File: src/rtl/serializer_stream_if.sv
// serializer_stream_if: parallel word input handshake and serial beat output of serializer_stream
interface serializer_stream_if #(
    parameter int WIDTH = 32,
    parameter int LANES = 1
);
    logic [WIDTH-1:0] in_data;
    logic             in_valid;
    logic             in_ready;
    logic [LANES-1:0] out_data;
    logic             out_valid;
    logic             out_first;
    logic             out_last;
    modport master (
        output in_data, in_valid,
        input  in_ready, out_data, out_valid, out_first, out_last
    );
    modport slave (
        input  in_data, in_valid,
        output in_ready, out_data, out_valid, out_first, out_last
    );
endinterface

File: src/rtl/serializer_stream.sv
// serializer_stream: parallel-to-serial converter with a one-word holding buffer and tick-paced beats
module serializer_stream #(
    parameter int WIDTH      = 32,
    parameter int LANES      = 1,
    parameter bit MSB_FIRST  = 1'b0,
    parameter bit IDLE_LEVEL = 1'b0
) (
    input logic clk,
    input logic reset_n,
    input logic tick,
    serializer_stream_if.slave bus
);
    localparam int BEATS = WIDTH / LANES;
    localparam int BW = BEATS > 1 ? $clog2(BEATS) : 1;
    localparam logic [BW-1:0] LAST = BW'(BEATS - 1);
    typedef enum logic {IDLE, SHIFT} state_t;
    state_t           state;
    logic [WIDTH-1:0] hold;
    logic [WIDTH-1:0] shreg;
    logic [BW-1:0]    beat;
    logic             hold_full;
    logic             last_beat;
    logic             load_now;
    logic             accept;
    if (LANES < 1 || LANES > WIDTH || WIDTH % LANES != 0) begin : g_bad_cfg
        $error("serializer_stream: WIDTH must be a positive multiple of LANES");
    end
    assign last_beat = beat == LAST;
    // a held word moves into the shifter when idle or on the final beat, so words stream gaplessly
    assign load_now = tick & hold_full & (state == IDLE | last_beat);
    assign bus.in_ready = !hold_full | load_now;
    assign accept = bus.in_valid & bus.in_ready;
    assign bus.out_valid = state == SHIFT;
    assign bus.out_first = state == SHIFT & beat == '0;
    assign bus.out_last = state == SHIFT & last_beat;
    assign bus.out_data = state == SHIFT ? (MSB_FIRST ? shreg[WIDTH-1 -: LANES] : shreg[LANES-1:0])
                                         : {LANES{IDLE_LEVEL}};
    always_ff @(posedge clk or negedge reset_n) begin
        if (!reset_n) begin
            state     <= IDLE;
            hold      <= '0;
            hold_full <= 1'b0;
            shreg     <= '0;
            beat      <= '0;
        end else begin
            if (accept) hold <= bus.in_data;
            hold_full <= accept | (hold_full & !load_now);
            if (load_now) begin
                shreg <= hold;
                beat  <= '0;
                state <= SHIFT;
            end else if (tick && state == SHIFT) begin
                if (last_beat) begin
                    state <= IDLE;
                end else begin
                    beat  <= beat + 1'b1;
                    shreg <= MSB_FIRST ? shreg << LANES : shreg >> LANES;
                end
            end
        end
    end
endmodule

File: src/flat_wrapper.sv
// flat-port wrapper written by rule: the top's interface ports become plain ports
module serializer_stream_flat 
#(
    parameter int WIDTH      = 32,
    parameter int LANES      = 1,
    parameter bit MSB_FIRST  = 1'b0,
    parameter bit IDLE_LEVEL = 1'b0
)
  (clk, reset_n, tick, bus_in_data, bus_in_valid, bus_in_ready, bus_out_data, bus_out_valid, bus_out_first, bus_out_last);
  serializer_stream_if #(.WIDTH(WIDTH), .LANES(LANES)) bus_i ();
  input logic clk;
  input logic reset_n;
  input logic tick;
  input wire logic [$bits(bus_i.in_data)-1:0] bus_in_data;
  input wire logic [$bits(bus_i.in_valid)-1:0] bus_in_valid;
  output wire logic [$bits(bus_i.in_ready)-1:0] bus_in_ready;
  output wire logic [$bits(bus_i.out_data)-1:0] bus_out_data;
  output wire logic [$bits(bus_i.out_valid)-1:0] bus_out_valid;
  output wire logic [$bits(bus_i.out_first)-1:0] bus_out_first;
  output wire logic [$bits(bus_i.out_last)-1:0] bus_out_last;
  assign bus_i.in_data = bus_in_data;
  assign bus_i.in_valid = bus_in_valid;
  assign bus_in_ready = bus_i.in_ready;
  assign bus_out_data = bus_i.out_data;
  assign bus_out_valid = bus_i.out_valid;
  assign bus_out_first = bus_i.out_first;
  assign bus_out_last = bus_i.out_last;
  serializer_stream #(.WIDTH(WIDTH), .LANES(LANES), .MSB_FIRST(MSB_FIRST), .IDLE_LEVEL(IDLE_LEVEL)) u_core (.clk(clk), .reset_n(reset_n), .tick(tick), .bus(bus_i));
endmodule
File: config.mk
export PLATFORM = sky130hd
export DESIGN_NAME = serializer_stream_flat
export DESIGN_NICKNAME = d
export VERILOG_FILES = /design/src/rtl/serializer_stream_if.sv /design/src/rtl/serializer_stream.sv /design/src/flat_wrapper.sv
export SDC_FILE = /design/constraint.sdc
export NUM_CORES = 1
export LEC_CHECK = 0
export ABC_AREA = 1
export CAP_MARGIN = 5
export CORE_UTILIZATION = 60
export CTS_CLUSTER_SIZE = 24
export DETAILED_ROUTE_END_ITERATION = 8
export GPL_TIMING_DRIVEN = 0
export PLACE_DENSITY = 0.85
export SLEW_MARGIN = 40
export SYNTH_ARGS = -nofsm -noshare
export SYNTH_HDL_FRONTEND = slang
export SYNTH_SLANG_ARGS = --single-unit
File: constraint.sdc
create_clock -name clk -period 2.8 [get_ports clk]
set_input_delay 0.42 -clock clk [delete_from_list [all_inputs] [get_ports clk]]
set_output_delay 0.42 -clock clk [all_outputs]
set_load 0.02 [all_outputs]
# Yosys cells after proc, flatten, opt, wreduce, memory -nomap -nowiden
# Index checks and enable logic that the tools add are counted.
[word_totals]
inputBits = 36
output_inout_bits = 5
ff_bits = 71
[classes]
reduce_logical = 8
bitwise_logic = 10
n_mux = 10
n_eq_ne = 2
add_sub_neg = 1
[ops]
columns = ["op", "n"]
rows = [
  ["32-bit 2-to-1 mux", 3],
  ["5-bit 2-to-1 mux", 3],
  ["1-bit bitwise AND", 6],
  ["5-bit by 1-bit adder with 5-bit output (second input constant)", 1],
  ["5-bit equality test (second input constant)", 1],
  ["5-bit zero test", 1],
  ["1-bit 2-to-1 mux", 4],
  ["2-bit AND reduction", 2],
  ["2-bit nonzero test", 2],
  ["1-bit bitwise OR", 3],
  ["1-bit zero test", 2],
  ["2-bit != test (second input constant)", 1],
  ["1-bit logical AND", 1],
  ["1-bit inverter", 1],
]

# Logic depth before layout (Yosys ltp)
[depth]
depth_word = 6
ltp_mapped = 12
ltp_nobuf = 11

# Worst setup path after synthesis
# No wires, ideal clock.
[synth_path]
kind = "flip-flop to output port"
start = "reg u_core.beat[0]"
end = "out bus_in_ready"
setup_slack_ns = 0.961
path_buffers = 1
stages_incl_launch_ff = 10
t_arrival_ns = 1.419
path_cell_list = "dfrtp_1 > ha_1 > nand2_1 > nor2_1 > ha_1 > inv_1 > nand2_2 > nand2_4 > nand2_4 > buf_4"
[synth_via]
elab_chain_cells = 4
[synth_rtl]
columns = ["element", "line_no", "rtl"]
rows = [
  ["start, declared", "serializer_stream.sv:20", "logic [BW-1:0] beat;"],
  ["start signal, assigned", "serializer_stream.sv:56", "beat <= beat + 1'b1;"],
  ["5-bit equality test", "serializer_stream.sv:28", "assign last_beat = beat == LAST;"],
  ["1-bit bitwise OR", "serializer_stream.sv:30", "assign load_now = tick & hold_full & (state == IDLE | last_beat);"],
  ["1-bit bitwise AND", "serializer_stream.sv:30", ""],
  ["1-bit bitwise OR", "serializer_stream.sv:31", "assign bus.in_ready = !hold_full | load_now;"],
  ["end, declared", "flat_wrapper.sv:16", "output wire logic [$bits(bus_i.in_ready)-1:0] bus_in_ready;"],
]
# Every way passes these cells.

# Worst setup path after layout
[layout_path]
start = "reg u_core.beat[1]"
end = "out bus_in_ready"
# The elaborated chain is that of the path after synthesis.

==> results.json <==
{
  "status": "complete, no violations",
  "required_ps": 2380,
  "cp_data_arrival_time_ps": 2180,
  "holdCritPathClass": "input port to flip-flop",
  "antenna_found_initial": 0,
  "drive_gt1_frac": 0.0752,
  "start_kind": "flip-flop",
  "slew_headroom": 0.660,
  "path_clk_slew_ps": 70,
  "grt_start_max_net_pins": 39,
  "track_usage": 0.270,
  "max-clock-path-buffers": 2,
  "p_per_area_mw_per_mm2": 523,
  "synth_cells": 449,
  "rows": 27,
  "synth_area_leader_cell": "dfrtp_1",
  "met1_length_um": 3190,
  "crit_fanout": 10,
  "maxSlewViolCount": 0,
  "hp-start": "bus_in_valid",
  "drc": 0,
  "syn_to_final_growth_pct": 19.5,
  "hold_ws_ps": 464,
  "final-seq-area_mm2": 0.00178,
  "io_buffers": 39,
  "ys_warn_count": 0,
  "setup.worst_path.start": "u_core.beat[1]",
  "root_buffer": "clkbuf_8",
  "start_util": 0.620,
  "peakVddDrop_uv": 333,
  "synth_top_area_share": 0.521,
  "setup_viol": 0,
  "wirelength_um": 7160,
  "end_kind": "output port",
  "final_util": 0.741,
  "avgRoutedWirePerCell_um": 12.4,
  "grt_overflow": 0,
  "grt_pass1_vias": 2797,
  "path_cells": "ha_1, nand2_1, nor2_1, ha_1, inv_1, nand2_2, nand2_4, nand2_4, buf_4, clkbuf_2",
  "fin_cells": 577,
  "r2r-start": "u_core.beat[1]",
  "wl_met2_um": 3540,
  "cp_slowest_stage_delay_ps": 380,
  "seq_area_frac_synth": 0.521,
  "pin_count": 41,
  "antenna_cells": 0,
  "vias_per_cell": 4.95,
  "cts_tree": "yes",
  "grt_first_pass_wirelength_um": 12400,
  "vias": 2857,
  "die_w_um": 77.4,
  "die-area_mm2": 0.00599,
  "syn-mean-instance-area_um2": 7.60,
  "gp_congestion": 0.785,
  "cts_setup_buffers": 0,
  "p_leak_nw": 2.38,
  "rsz0062_at_grt": "false",
  "syn-cell-area_mm2": 0.00341,
  "finalHoldViolCount": 0,
  "fin_tns_setup_ps": 0,
  "cp_slowest_cell": "dfrtp_1",
  "multi_input_comb_area_mm2": 0.00124,
  "numCtsBuffers": 9,
  "ant_nets": 0,
  "numClockSinks": 71,
  "wl_met3_um": 304,
  "critPathTopFamily": "simple AND/OR/NAND/NOR gates",
  "ys_types": 18,
  "ys_ff_latch": 71,
  "max_clock_freq_ghz": 0.385,
  "dp_hpwl_um": 4900,
  "finalCritPeriodShare": 0.927,
  "cap_violations": 0,
  "tightest_slew_ps": 510,
  "clk_latency_ps": 350,
  "die_h_um": 77.4,
  "first_pass_iters": 5,
  "drt_iter0_drc": 243,
  "htreeDepth": 3,
  "coreArea_mm2": 0.00551,
  "path_class": "flip-flop to output port",
  "dp_cells": 561,
  "nFillCells": 449,
  "fin_nets": 540,
  "synth_area_leaders": "dfrtp_1 52%, nand2_1 22%, nand3_1 10%",
  "fin_skew_ps": 9.34,
  "maxUsedRoutingLayer": "met4",
  "syn_nets": 488,
  "crit_buf_inv": 3,
  "period_minus_slack_ps": 2600
}
==> per-layer routing <==
layer / vias up / track usage
met5: - / 0
met3: 12 / 0.0424
li1: 1452 / -
met4: 0 / 0.140
met1: 1326 / 0.346
met2: 67 / 0.442
==> power breakdown <==
| group | total [mW] | internal, mW | switching, mW |
|---|---|---|---|
| Sequential | 1.16 | 1.11 | 0.0541 |
| Combinational | 0.276 | 0.124 | 0.152 |
| Clock | 0.697 | 0.341 | 0.356 |
==> through the flow <==
step	worst slack, ps	area (um^2)	power, mW
3_5_place_dp	123	3920	1.46
6_report	205	4080	2.13
2_1_floorplan	961	3410	1.32
5_1_grt	79.9	4080	2.24
3_3_place_gp	-1070	3890	1.44
4_1_cts	33.8	4080	2.15
==> repair_timing <==
action / in CTS / in global routing
hold buffers: 1 / 0
resized for setup: 1 / 2
setup endpoints to repair: 1 / 1
hold endpoints to repair: 33 / 0
==> layout make-up <==
type / instances / share of cell area
flip-flops and latches: 71 / 0.436
clock inverters: 1 / 0.00123
multi-input cells: 286 / 0.305
clock buffers: 14 / 0.0374
inverters: 70 / 0.0644
well taps: 72 / 0.0221
plain buffers: 22 / 0.0319
repair buffers: 41 / 0.102
==> cells in the final DEF, fill, tap and decap left out, drive strengths merged <==
| cell type | instances |
|---|---|
| xor2 | 1 |
| dfrtp | 71 |
| o21ai | 5 |
| nand3 | 68 |
| nor2 | 2 |
| clkinv | 1 |
| nor3 | 1 |
| nand2 | 201 |
| clkdlybuf4s50 | 37 |
| ha | 3 |
| dlygate4sd3 | 1 |
| o211ai | 1 |
| clkbuf | 20 |
| inv | 70 |
| nand3b | 4 |
| buf | 19 |
==> synth_stat cells <==
cell,n
o21ai_0,5
inv_2,2
xor2_1,1
nand2_1,196
nor3_1,1
nor2_1,2
nand2_2,2
ha_1,3
buf_4,3
nand3_1,68
clkbuf_1,5
nand3b_1,4
dfrtp_1,71
buf_2,11
nand2_4,3
o211ai_1,1
inv_1,68
buf_6,3
==> flip-flops by register name, summed over array words and instances (netlist names) <==
register / cells
u_core.shreg: 32
u_core.hold: 32
u_core.beat: 5
u_core.bus.out_valid: 1
u_core.hold_full: 1
==> worst paths after layout <==
path / depth (start not counted) / slack (ps) / to
setup / recovery: 10 / 200 / bus_in_ready
hold / removal: 3 / 460 / u_core.hold[1]
setup reg to reg: 11 / 790 / u_core.shreg[25]
hold reg to reg: 2 / 470 / u_core.hold[1]
max in group asynchronous: 3 / 1780 / u_core.hold[22]
min in group asynchronous: 2 / 520 / u_core.beat[3]
==> cell families after synthesis <==
kind of cell | share of synthesized area
fa+ha+maj | 0.0110
compound gates | 0.00953
buf+inv | 0.115
flops | 0.521
xor+xnor | 0.00257
simple gates | 0.341
==> worst reg2reg max path, delay by kind of cell, from the launching register on <==
| family | cells | cell delay (ps) |
|---|---|---|
| buffers and inverters | 3 | 580 |
| AND/OR/NAND/NOR | 6 | 550 |
| adder cells (fa/ha/maj) | 2 | 390 |
| flip-flops | 1 | 380 |
Power figures use the tool's default switching activity.
